[src/rtl/ifu_inst_buf_pkg.sv]
// Shared configuration for the IFU instruction buffer: widths, depth,
// constants and the packed {pc, instruction} entry carried through the FIFO.
package ifu_inst_buf_pkg;

  localparam int XLEN       = 32;
  localparam int IBUF_DEPTH = 4;
  localparam int IBUF_PTR_W = $clog2(IBUF_DEPTH);

  localparam logic [31:0] NOP   = 32'h00000013;
  localparam logic        TURE  = 1'b1;
  localparam logic        FALSE = 1'b0;

  typedef struct packed {
    logic [XLEN-1:0] pc;
    logic [31:0]     instr;
  } ibuf_entry_t;

  function automatic logic is_aligned(input logic [XLEN-1:0] pc);
    return (pc[1:0] == 2'b00);
  endfunction

endpackage

[src/rtl/ifu_ibuf_fifo.sv]
// Generic synchronous FIFO: storage, wrapping pointers and occupancy count.
// A synchronous clear empties it and takes priority over push and pop.
// The head entry is read combinationally and reads as zero when empty.
module ifu_ibuf_fifo #(
  parameter int DEPTH = 4,
  parameter int WIDTH = 64,
  parameter int PTR_W = $clog2(DEPTH)
) (
  input  logic             clk,
  input  logic             rst_n,
  input  logic             clear_i,
  input  logic             push_i,
  input  logic [WIDTH-1:0] wdata_i,
  input  logic             pop_i,
  output logic [WIDTH-1:0] rdata_o,
  output logic [PTR_W:0]   count_o,
  output logic             empty_o
);

  logic [WIDTH-1:0] mem_q [DEPTH];
  logic [PTR_W-1:0] wr_ptr_q, wr_ptr_d;
  logic [PTR_W-1:0] rd_ptr_q, rd_ptr_d;
  logic [PTR_W:0]   count_q, count_d;

  // Next pointers and count; DEPTH is a power of two so the pointers wrap naturally.
  always_comb begin
    wr_ptr_d = wr_ptr_q;
    rd_ptr_d = rd_ptr_q;
    count_d  = count_q;
    if (clear_i) begin
      wr_ptr_d = '0;
      rd_ptr_d = '0;
      count_d  = '0;
    end else begin
      if (push_i) wr_ptr_d = wr_ptr_q + 1'b1;
      if (pop_i)  rd_ptr_d = rd_ptr_q + 1'b1;
      case ({push_i, pop_i})
        2'b10:   count_d = count_q + 1'b1;
        2'b01:   count_d = count_q - 1'b1;
        default: count_d = count_q;
      endcase
    end
  end

  // Pointer and count registers.
  always_ff @(posedge clk or negedge rst_n) begin
    if (!rst_n) begin
      wr_ptr_q <= '0;
      rd_ptr_q <= '0;
      count_q  <= '0;
    end else begin
      wr_ptr_q <= wr_ptr_d;
      rd_ptr_q <= rd_ptr_d;
      count_q  <= count_d;
    end
  end

  // Entry storage; a cleared cycle never writes.
  always_ff @(posedge clk or negedge rst_n) begin
    if (!rst_n) begin
      for (int i = 0; i < DEPTH; i++) mem_q[i] <= '0;
    end else if (push_i && !clear_i) begin
      mem_q[wr_ptr_q] <= wdata_i;
    end
  end

  assign empty_o = (count_q == '0);
  assign count_o = count_q;
  assign rdata_o = empty_o ? '0 : mem_q[rd_ptr_q];

endmodule

[src/rtl/ifu_inst_buf.sv]
// Receive side of the IFU fetch interface. Pairs each synchronous-read
// IT-RAM word with the pc that fetched it, queues the pairs, and hands them
// to decode over valid/ready. load_hazerd stalls the IFU one entry early so
// the fetch already in flight always has a free slot.
module ifu_inst_buf
  import ifu_inst_buf_pkg::*;
#(
  parameter int DEPTH = IBUF_DEPTH,
  parameter int PTR_W = IBUF_PTR_W
) (
  input  logic            clk,
  input  logic            rst,
  input  logic [XLEN-1:0] if_pc,
  input  logic [31:0]     if_instruction,
  input  logic            flush_flag,
  output logic            load_hazerd,
  output logic            id_valid,
  input  logic            id_ready,
  output logic [XLEN-1:0] id_pc,
  output logic [31:0]     id_instruction,
  output logic [PTR_W:0]  count
);

  localparam logic [PTR_W:0] HAZ_LEVEL  = (PTR_W+1)'(DEPTH - 1);
  localparam logic [PTR_W:0] FULL_LEVEL = (PTR_W+1)'(DEPTH);

  logic [XLEN-1:0] pc_q, pc_d;
  logic            fetch_vld_q, fetch_vld_d;
  logic            push, pop, empty;
  ibuf_entry_t     wr_entry, rd_entry;

  // Backpressure: flush never blocks the IFU from loading its flush address.
  always_comb begin
    load_hazerd = (count >= HAZ_LEVEL) && !flush_flag;
  end

  // The RAM word arriving next cycle is only usable if the IFU advanced past its pc.
  always_comb begin
    pc_d        = if_pc;
    fetch_vld_d = !load_hazerd && !flush_flag;
  end

  // Remember the fetching pc and whether its RAM word will be worth keeping.
  always_ff @(posedge clk or negedge rst) begin
    if (!rst) begin
      pc_q        <= '0;
      fetch_vld_q <= FALSE;
    end else begin
      pc_q        <= pc_d;
      fetch_vld_q <= fetch_vld_d;
    end
  end

  assign push     = fetch_vld_q && !flush_flag;
  assign pop      = id_valid && id_ready;
  assign wr_entry = '{pc: pc_q, instr: if_instruction};

  ifu_ibuf_fifo #(
    .DEPTH (DEPTH),
    .WIDTH ($bits(ibuf_entry_t)),
    .PTR_W (PTR_W)
  ) u_fifo (
    .clk     (clk),
    .rst_n   (rst),
    .clear_i (flush_flag),
    .push_i  (push),
    .wdata_i (wr_entry),
    .pop_i   (pop),
    .rdata_o (rd_entry),
    .count_o (count),
    .empty_o (empty)
  );

  assign id_valid       = !empty;
  assign id_pc          = rd_entry.pc;
  assign id_instruction = rd_entry.instr;

  a_no_overflow: assert property (@(posedge clk) disable iff (!rst)
    !(push && (count == FULL_LEVEL) && !pop));
  a_no_underflow: assert property (@(posedge clk) disable iff (!rst)
    !(pop && (count == '0)));
  a_pc_aligned: assert property (@(posedge clk) disable iff (!rst)
    is_aligned(pc_q));

endmodule

[config.mk]
export PLATFORM = sky130hd
export DESIGN_NAME = ifu_inst_buf
export DESIGN_NICKNAME = d
export VERILOG_FILES = /design/src/rtl/ifu_inst_buf_pkg.sv /design/src/rtl/ifu_ibuf_fifo.sv /design/src/rtl/ifu_inst_buf.sv
export SDC_FILE = /design/constraint.sdc
export NUM_CORES = 1
export LEC_CHECK = 0
export CELL_PAD_IN_SITES_DETAIL_PLACEMENT = 1
export CELL_PAD_IN_SITES_GLOBAL_PLACEMENT = 1
export CORE_MARGIN = 2
export CORE_UTILIZATION = 49
export DETAILED_ROUTE_END_ITERATION = 7
export GPL_ROUTABILITY_DRIVEN = 0
export GPL_TIMING_DRIVEN = 0
export PLACE_DENSITY = 0.86
export SKIP_CTS_REPAIR_TIMING = 1
export SYNTH_ARGS = -nofsm -noshare
export SYNTH_HDL_FRONTEND = slang
export SYNTH_HIERARCHICAL = 1
export SYNTH_SLANG_ARGS = --single-unit
[constraint.sdc]
create_clock -name clk -period 2.95 [get_ports clk]
set_clock_uncertainty 0.2 [all_clocks]
set_input_delay 0.295 -clock clk [delete_from_list [all_inputs] [get_ports clk]]
set_output_delay 0.295 -clock clk [all_outputs]
set_load 0.005 [all_outputs]
==> run_summary.xml <==
<?xml version="1.0" encoding="UTF-8"?>
<metrics>
  <group name="drt">
    <metric name="first_pass_iters" unit="">4</metric>
    <metric name="post-route-drc-count" unit="">0</metric>
    <metric name="vias_per_cell" unit="">5.421</metric>
    <metric name="wl" unit="µm">32380</metric>
    <metric name="dr_total_vias" unit="">7275</metric>
    <metric name="drtIter0Drc" unit="">399</metric>
    <metric name="detail-route-antenna-nets" unit="">0</metric>
    <metric name="avgRoutedWirePerCell" unit="µm">24.13</metric>
  </group>
  <group name="cts">
    <metric name="cts_max_level" unit="">2</metric>
    <metric name="ctsLongestPathBuffers" unit="">3</metric>
    <metric name="tritoncts" unit="">yes</metric>
    <metric name="clk_latency" unit="ns">0.49</metric>
    <metric name="tritoncts_num_sinks" unit="">296</metric>
    <metric name="clk_slew_on_worst_s_h_paths" unit="ns">0.06</metric>
    <metric name="cts-root-buf" unit="">clkbuf_16</metric>
    <metric name="cts_inserted_buffers" unit="">34</metric>
  </group>
  <group name="placement">
    <metric name="pre_cts_ws" unit="ns">-0.1671</metric>
    <metric name="io_buffers" unit="">136</metric>
    <metric name="placed_cells_incl_taps" unit="">1283</metric>
    <metric name="post-dp-hpwl" unit="µm">20510</metric>
  </group>
  <group name="global_routing">
    <metric name="grt_start_max_net_pins" unit="">120</metric>
    <metric name="antenna_found_initial" unit="">0</metric>
    <metric name="global_route_overflow" unit="">0</metric>
    <metric name="grt_pass1_vias" unit="">8502</metric>
    <metric name="globalRouteTotalUtil" unit="">0.2286</metric>
    <metric name="grt_first_pass_wirelength" unit="µm">50960</metric>
  </group>
  <group name="timing">
    <metric name="fin_crit_sh" unit="">0.9804</metric>
    <metric name="maxClockFrequency" unit="MHz">345.8</metric>
    <metric name="report.final.slew_viol_count" unit="">0</metric>
    <metric name="grt_setup_unrepaired" unit="">true</metric>
    <metric name="final-setup-viol-count" unit="">0</metric>
    <metric name="hold_viol_final" unit="">0</metric>
    <metric name="layout_min_cycle_time" unit="ns">2.892</metric>
    <metric name="hold_slack" unit="ns">0.02960</metric>
    <metric name="post_route_setup_tns" unit="ns">0</metric>
    <metric name="worst_slew_pin_slew" unit="ns">0.6439</metric>
    <metric name="fin_ws" unit="ns">0.05779</metric>
    <metric name="worst_slew_margin_rel" unit="">0.5707</metric>
  </group>
  <group name="setup_path">
    <metric name="timing.rr.end" unit="">u_fifo/count_o[2]</metric>
    <metric name="timing.critical_path.to" unit="">id_pc[2]</metric>
    <metric name="cp-end-kind" unit="">primary output</metric>
    <metric name="critical_path_arrival" unit="ns">2.40</metric>
    <metric name="worstSetupPathType" unit="">register to primary output</metric>
    <metric name="critical_path.startpoint_type" unit="">register</metric>
    <metric name="r2r_slack" unit="ns">0.19</metric>
    <metric name="r2r.worst_path.cells" unit="">8</metric>
    <metric name="r2r_start" unit="">u_fifo/count_o[0]</metric>
    <metric name="worstPathRequired" unit="ns">2.46</metric>
    <metric name="critPathLaunch" unit="">u_fifo/rd_ptr_q[1]</metric>
    <metric name="crit_fanout" unit="">10</metric>
  </group>
  <group name="logic_synthesis">
    <metric name="synthesis.area" unit="µm²">13800</metric>
    <metric name="yosys.area.top_type_share" unit="">0.5367</metric>
    <metric name="synthesis.area_per_instance" unit="µm²">17.99</metric>
    <metric name="synth_warn" unit="">6</metric>
    <metric name="synthesis.instances" unit="">767</metric>
    <metric name="number_of_distinct_library_cells_after_synthesis" unit="">26</metric>
    <metric name="synth_seq_area_share" unit="">0.5367</metric>
    <metric name="synth_area_leader_cell" unit="">dfrtp_1</metric>
    <metric name="synthTopCellsByArea" unit="">dfrtp_1, mux2_4, mux4_2, nor2b_1, buf_6</metric>
    <metric name="synth_fp_nets" unit="">840</metric>
    <metric name="synth.ff_latch_count" unit="">296</metric>
  </group>
  <group name="finish">
    <metric name="drive_above_1_share" unit="">0.4481</metric>
    <metric name="multiInputGateArea" unit="µm²">5961</metric>
    <metric name="fillers" unit="">2497</metric>
    <metric name="syn_to_final_growth" unit="%">22.45</metric>
    <metric name="register_area" unit="µm²">7408</metric>
    <metric name="fin_cells" unit="">1342</metric>
    <metric name="layout.cells.most_common" unit="">dfrtp_1</metric>
    <metric name="antennaDiodeCount" unit="">0</metric>
    <metric name="layout.cells.most_common_list" unit="">dfrtp_1, mux2_4, clkdlybuf4s50_1, nor2b_1, mux4_2</metric>
    <metric name="finalNetCount" unit="">1017</metric>
  </group>
  <group name="die">
    <metric name="start_util" unit="">0.4968</metric>
    <metric name="num_io_pins" unit="">137</metric>
    <metric name="design.core.area" unit="µm²">27780</metric>
    <metric name="rows" unit="">61</metric>
    <metric name="die_area" unit="µm²">29530</metric>
    <metric name="floorplan.die.width" unit="µm">171.8</metric>
    <metric name="die_height" unit="µm">171.8</metric>
  </group>
  <group name="pwr">
    <metric name="ir_drop" unit="mV">0.4316</metric>
    <metric name="finalPower" unit="mW">16.46</metric>
    <metric name="p_leak" unit="nW">8.148</metric>
    <metric name="power_density" unit="nW/µm²">973.7</metric>
  </group>
  <group name="worst_hold_path">
    <metric name="min_delay_path_depth" unit="">1</metric>
    <metric name="min_path_type" unit="">primary input to register</metric>
  </group>
  <group name="job">
    <metric name="maxCapViolations" unit="">0</metric>
  </group>
  <group name="run_status">
    <metric name="status" unit="">finished clean</metric>
  </group>
</metrics>
[cells by family after synthesis]
kind of cell               share of synthesized area
xor gates and xnor gates                    0.003173
and+or+nand+nor                              0.04243
AOI/OAI and AO/OA                          0.0009970
muxes                                         0.3800
adders and majority gates                   0.005077
buffers and inverters                        0.03164
DFF                                           0.5367
[cell type report]
cell class	instances	share of cell area
clock buffers	49	0.05967
inverters	3	0.0006663
plain buffers	48	0.02969
multi-input cells	420	0.3527
clock inverters	7	0.005404
flip-flops and latches	296	0.4383
well taps	378	0.02798
repair buffers	141	0.08558
[state kept, by name (all words and copies together), names as in the netlist]
name / flops
u_fifo/count_o: 3
pc_q: 32
u_fifo/mem_q: 256
fetch_vld_q: 1
u_fifo/wr_ptr_q: 2
u_fifo/rd_ptr_q: 2
[worst min-delay path by stage]
| stage | start | to |
|---|---|---|
| 4_1_cts | rst | u_fifo/mem_q[112] |
| 5_1_grt | if_pc[12] | pc_q[12] |
| 3_5_place_dp | rst | u_fifo/mem_q[237] |
| 3_3_place_gp | u_fifo/mem_q[64] | u_fifo/mem_q[64] |
| 2_1_floorplan | rst | fetch_vld_q |
| 6_report | if_pc[12] | pc_q[12] |
[stage by stage]
step | area (µm²) | util
final | 16900 | 0.6084
after global routing | 16900 | 0.6084
after CTS | 16800 | 0.6046
after detailed placement | 15700 | 0.5650
after global placement | 15640 | 0.5628
after floorplan | 13800 | -
[worst max-delay path: stages (launching register included)]
cell             delay [ns]
dfrtp_1                0.34
clkbuf_4               0.25
buf_4                  0.27
mux4_2                 0.23
nor2b_1                0.25
clkdlybuf4s50_1        0.56
[metal layers]
layer,vias to the layer above,part of all wire,GRT usage
met5,-,0,0
met4,0,0.013,0.04750
met3,31,0.040,0.03774
met2,163,0.51,0.3883
met1,3969,0.43,0.3126
li1,3112,-,-
[synth_stat cells]
| master | number |
|---|---|
| nand2_8 | 4 |
| nor2_1 | 7 |
| mux4_2 | 64 |
| fa_1 | 1 |
| mux2_2 | 16 |
| xor2_1 | 2 |
| buf_4 | 2 |
| dfrtp_1 | 296 |
| buf_6 | 28 |
| xnor2_1 | 3 |
| ha_1 | 4 |
| buf_2 | 9 |
| nor2b_2 | 1 |
| nor2b_4 | 1 |
| mux2i_1 | 2 |
| mux2_4 | 240 |
| clkbuf_1 | 8 |
| and3b_1 | 1 |
| nand2_1 | 1 |
| buf_12 | 1 |
| inv_1 | 3 |
| nor3_1 | 2 |
| nor2b_1 | 67 |
| a21oi_2 | 1 |
| nor3b_1 | 2 |
| o21ai_0 | 1 |
[where the power goes]
group | total [mW] | internal [mW] | switching, mW
logic | 6.35 | 4.14 | 2.21
clock network | 4.14 | 2.54 | 1.60
registers | 5.97 | 5.20 | 0.770
Note: power is estimated with default switching activity, not from simulation.
